--- src/rtl/cdb_pkg.sv ---
// cdb_pkg: shared common-data-bus defaults and producer tag numbering
package cdb_pkg;

   localparam int CDB_DATA_WIDTH_DEF = 4;
   localparam int CDB_TAG_WIDTH_DEF  = 4;
   // producer i broadcasts with tag base+i; tag 0 stays free to mean "no producer"
   localparam int CDB_TAG_BASE_DEF   = 1;

   function automatic int tag_of(input int base, input int index);
      return base + index;
   endfunction

endpackage

--- src/rtl/rr_priority_picker.sv ---
// rr_priority_picker: combinational round-robin pick of one requester starting at ptr
module rr_priority_picker #(
   parameter int N  = 4,
   parameter int PW = (N > 1) ? $clog2(N) : 1
) (
   input  logic [N-1:0]  req,
   input  logic [PW-1:0] ptr,
   output logic [N-1:0]  grant,
   output logic          found
);

   logic [N-1:0]   rot_req;
   logic [N-1:0]   rot_oh;
   logic [2*N-1:0] rot_back;

   // rotate so that the ptr position sits at bit 0, then isolate the lowest set bit
   assign rot_req  = N'({req, req} >> ptr);
   assign rot_oh   = rot_req & (~rot_req + N'(1));
   // undo the rotation; bits shifted past the top wrap back to the bottom
   assign rot_back = {{N{1'b0}}, rot_oh} << ptr;
   assign grant    = rot_back[N-1:0] | rot_back[2*N-1:N];
   assign found    = |req;

endmodule

--- src/rtl/cdb_arbiter.sv ---
// cdb_arbiter: round-robin owner of the common data bus; optional counters via CDB_ARB_PERF_CNT_EN
module cdb_arbiter
   import cdb_pkg::*;
#(
   parameter int DATA_WIDTH    = CDB_DATA_WIDTH_DEF,
   parameter int CDB_TAG_WIDTH = CDB_TAG_WIDTH_DEF,
   parameter int N_REQ         = 4,
   parameter int TAG_BASE      = CDB_TAG_BASE_DEF
) (
   input  logic                        clk,
   input  logic                        rst,
   input  logic [N_REQ-1:0]            req,
   input  logic [N_REQ*DATA_WIDTH-1:0] req_data,
   output logic [N_REQ-1:0]            accepted,
   input  logic                        stall,
   output logic                        cdb_valid,
   output logic [CDB_TAG_WIDTH-1:0]    cdb_tag,
   output logic [DATA_WIDTH-1:0]       cdb_data
`ifdef CDB_ARB_PERF_CNT_EN
   ,
   output logic [15:0]                 busy_cycles,
   output logic [15:0]                 stall_conflicts
`endif
);

   localparam int PW = $clog2(N_REQ);

   logic [N_REQ-1:0]      grant;
   logic                  found;
   logic                  fire;
   logic [PW-1:0]         rr_ptr;
   logic [PW-1:0]         g_idx;
   logic [DATA_WIDTH-1:0] g_data;

   rr_priority_picker #(.N(N_REQ), .PW(PW)) u_picker (
      .req   (req),
      .ptr   (rr_ptr),
      .grant (grant),
      .found (found)
   );

   // a grant only counts when the write port is free and we are out of reset
   assign fire     = found && !stall && !rst;
   assign accepted = fire ? grant : '0;

   // turn the one-hot grant into an index and select that producer's data
   always_comb begin
      g_idx  = '0;
      g_data = '0;
      for (int i = 0; i < N_REQ; i++)
         if (grant[i]) begin
            g_idx  = PW'(i);
            g_data = req_data[i*DATA_WIDTH +: DATA_WIDTH];
         end
   end

   // broadcast register and round-robin pointer; tag/data hold when nothing is granted
   always_ff @(posedge clk or posedge rst) begin
      if (rst) begin
         cdb_valid <= 1'b0;
         cdb_tag   <= '0;
         cdb_data  <= '0;
         rr_ptr    <= '0;
      end else begin
         cdb_valid <= fire;
         if (fire) begin
            cdb_tag  <= CDB_TAG_WIDTH'(tag_of(TAG_BASE, int'(g_idx)));
            cdb_data <= g_data;
            rr_ptr   <= (g_idx == PW'(N_REQ - 1)) ? '0 : g_idx + PW'(1);
         end
      end
   end

`ifdef CDB_ARB_PERF_CNT_EN
   // saturating counts of broadcast cycles and of requests blocked by stall
   always_ff @(posedge clk or posedge rst) begin
      if (rst) begin
         busy_cycles     <= '0;
         stall_conflicts <= '0;
      end else begin
         if (fire && busy_cycles != 16'hFFFF)
            busy_cycles <= busy_cycles + 16'd1;
         if (stall && |req && stall_conflicts != 16'hFFFF)
            stall_conflicts <= stall_conflicts + 16'd1;
      end
   end
`endif

endmodule

--- config.mk ---
export PLATFORM = sky130hd
export DESIGN_NAME = cdb_arbiter
export DESIGN_NICKNAME = d
export VERILOG_FILES = /design/src/rtl/cdb_pkg.sv /design/src/rtl/rr_priority_picker.sv /design/src/rtl/cdb_arbiter.sv
export SDC_FILE = /design/constraint.sdc
export NUM_CORES = 1
export LEC_CHECK = 0
export BUFFER_PORTS_ARGS = -buffer_cell sky130_fd_sc_hd__clkbuf_2
export CAP_MARGIN = 40
export CORE_AREA = 10 10 64 56
export DETAILED_ROUTE_END_ITERATION = 10
export DIE_AREA = 0 0 74 66
export SLEW_MARGIN = 15
export SYNTH_ARGS = -nofsm -noshare
export SYNTH_HDL_FRONTEND = slang
export SYNTH_HIERARCHICAL = 1
export SYNTH_SLANG_ARGS = --single-unit
export TNS_END_PERCENT = 30
--- constraint.sdc ---
create_clock -name clk -period 3.3 [get_ports clk]
set_clock_uncertainty 0.2 [all_clocks]
set_input_delay 0.66 -clock clk [delete_from_list [all_inputs] [get_ports clk]]
set_output_delay 0.66 -clock clk [all_outputs]
set_load 0.1 [all_outputs]
==> results.json <==
{
  "cp.required_ns": 2.44,
  "root_buffer": "clkbuf_4",
  "rsz0062_at_grt": "false",
  "cts_buffers": 3,
  "grt_pass1_wl_um": 3150,
  "postCtsSetupBuffers": 0,
  "startpoint": "req[1]",
  "gp_congestion": 0.767,
  "final_antenna_net_count": 0,
  "vias_per_cell": 4.50,
  "min_path_type": "in -> async",
  "ios": 36,
  "yosysUniqueCellTypes": 30,
  "finish.net_count": 137,
  "hold_violations": 0,
  "multi_input_area_um2": 428,
  "yosys_register_bits": 9,
  "dp_hpwl_um": 1540,
  "drv_slew": 0,
  "ys.flop_type": "dfrtp_1",
  "netlist_instances": 79,
  "synth_area_leader_cell": "dfrtp_1",
  "hold_buffers": 0,
  "clock.fmax_mhz": 348,
  "die_h_um": 66,
  "via_count": 626,
  "cts_buffer_depth": 2,
  "relSlewSlack": 0.495,
  "status": "finished, final reports clean",
  "antenna_found_initial": 0,
  "syn_area_um2": 728,
  "synth.avg_cell_area_um2": 9.22,
  "drive_gt1_frac": 0.429,
  "p_leak_nw": 0.469,
  "drc": 0,
  "reg2reg_from": "rr_ptr[0]$_DFFE_PP0N_",
  "core_um2": 2340,
  "synth_edf_count": 0,
  "drtPass1Iterations": 4,
  "clk_pin_slew_ns": 0.06,
  "clk-insertion-delay-late_ns": 0.26,
  "critical_path_class": "in -> out",
  "r2r_slack_ns": 0.96,
  "critPathArrivalTime_ns": 2.02,
  "wl_um": 1890,
  "ys_warn_count": 6,
  "final_cell_mix": "clkbuf_2 (30), dfrtp_1 (9), inv_1 (7)",
  "cts_resized": 0,
  "critPathCaptureType": "output pin",
  "start_util": 0.311,
  "min_period_ns": 2.88,
  "grt_pass1_vias": 687,
  "overflow": 0,
  "whs_ns": 0.171,
  "portBuffers": 34,
  "tns_ns": 0,
  "cts_sinks": 9,
  "post-route-period-util": 0.871,
  "crit_end": "accepted[3]",
  "cap_violations": 0,
  "syn2layout_area_growth_pct": 33.2,
  "r2r-end": "rr_ptr[1]$_DFFE_PP0N_",
  "ys_seq_area_frac": 0.309,
  "dieArea_um2": 4880,
  "layout_commonest_cell": "clkbuf_2",
  "insertedDiodeCount": 0,
  "cts_max_level": 1,
  "rows": 16,
  "synth_nets": 103,
  "post_drt_wl_per_cell_um": 13.6,
  "setup_viol_count_final": 0,
  "cp-start-kind": "input port",
  "peakVddDrop_v": 0.000515,
  "power_mw": 0.846,
  "grt_max_degree": 18,
  "worstMarginPinSlew_ns": 0.756,
  "path_max_fanout": 17,
  "n_fill_cell": 228,
  "power.density_nw_per_um2": 873,
  "ff2ff_path_depth": 6,
  "grt_usage": 0.0809,
  "synthTopCellsByArea": "dfrtp_1 (31%), a31oi_2 (6.9%), a22o_1 (4.8%)",
  "yosys.area.top_type_share": 0.309,
  "die_x_um": 74,
  "seqCellArea_um2": 225,
  "synthArstFlopShare": 1.00,
  "drtIter0Drc": 8,
  "cts_tree": "yes"
}
final cells by class:
| type | instances | area share |
|---|---|---|
| Clock buffer | 4 | 0.0271 |
| Inverter | 7 | 0.0271 |
| Multi-Input combinational cell | 58 | 0.441 |
| Sequential cell | 9 | 0.232 |
| Tap cell | 27 | 0.0348 |
| Timing Repair Buffer | 34 | 0.237 |
critical path: stages:
cell	delay, ns
clkbuf_2	0.13
or4_1	0.12
nor3b_4	0.64
and2_2	0.29
buf_12	0.17
per-stage QoR:
step	area [um^2]	std cells	setup slack, ns	utilization
floorplan	728	79	0.405	-
global placement	943	135	0.465	0.403
detailed placement	943	135	0.428	0.403
CTS	970	139	0.421	0.414
global route	970	139	0.278	0.414
finish	970	139	0.425	0.414
state kept, by name (all words and copies together) (netlist names):
signal / cells
rr_ptr: 2
cdb_tag: 2
cdb_data: 4
cdb_valid: 1
routing by layer:
metal / share of wire / GRT usage / vias up / wire length, um
met5: 0 / 0 / - / 0
met4: 0.013 / 0.0558 / 0 / 25
met3: 0.10 / 0.0360 / 2 / 195
met2: 0.40 / 0.102 / 24 / 765
met1: 0.48 / 0.105 / 260 / 905
li1: - / - / 340 / -
synthesized netlist by cell type, types with 2 or more instances:
cell	n
a21oi_1	4
a22o_1	4
a31oi_2	4
and2_1	3
buf_4	2
buf_6	3
dfrtp_1	9
inv_1	7
mux2_2	3
nand2_1	5
nand3b_1	4
nor2_1	6
nor2b_1	3
nor3_1	4
o21ai_0	2
o31a_1	2
how the worst min path moves through the flow:
stage | start | endpoint | slack (ns) | depth (start not counted)
6_report | rst | rr_ptr[1]$_DFFE_PP0N_ | 0.17 | 2
5_1_grt | rst | cdb_tag[2]$_DFFE_PP0N_ | 0.20 | 2
4_1_cts | rst | rr_ptr[1]$_DFFE_PP0N_ | 0.18 | 2
3_5_place_dp | cdb_tag[2]$_DFFE_PP0N_ | cdb_tag[2]$_DFFE_PP0N_ | 0.30 | 1
3_3_place_gp | cdb_tag[2]$_DFFE_PP0N_ | cdb_tag[2]$_DFFE_PP0N_ | 0.30 | 1
2_1_floorplan | rst | cdb_data[0]$_DFFE_PP0N_ | 0.29 | 1
where the power goes:
group	total (mW)	internal, mW	switching [mW]
clock	0.0862	0.0467	0.0395
sequential	0.189	0.150	0.0393
combinational	0.571	0.152	0.419
total	0.846	0.349	0.498
cells by family (layout without fill, tap and decap cells):
family                     count (synthesis)  in the layout  share of synthesized area
AOI/OAI and AO/OA                         18             18                      0.203
adders and majority gates                  1              1                     0.0172
buffers and inverters                     12             45                      0.103
DFF                                        9              9                      0.309
muxes                                      4              4                     0.0601
other                                      1              1                    0.00515
and+or+nand+nor                           34             34                      0.302
No activity file was read; power rests on OpenSTA's default activity.
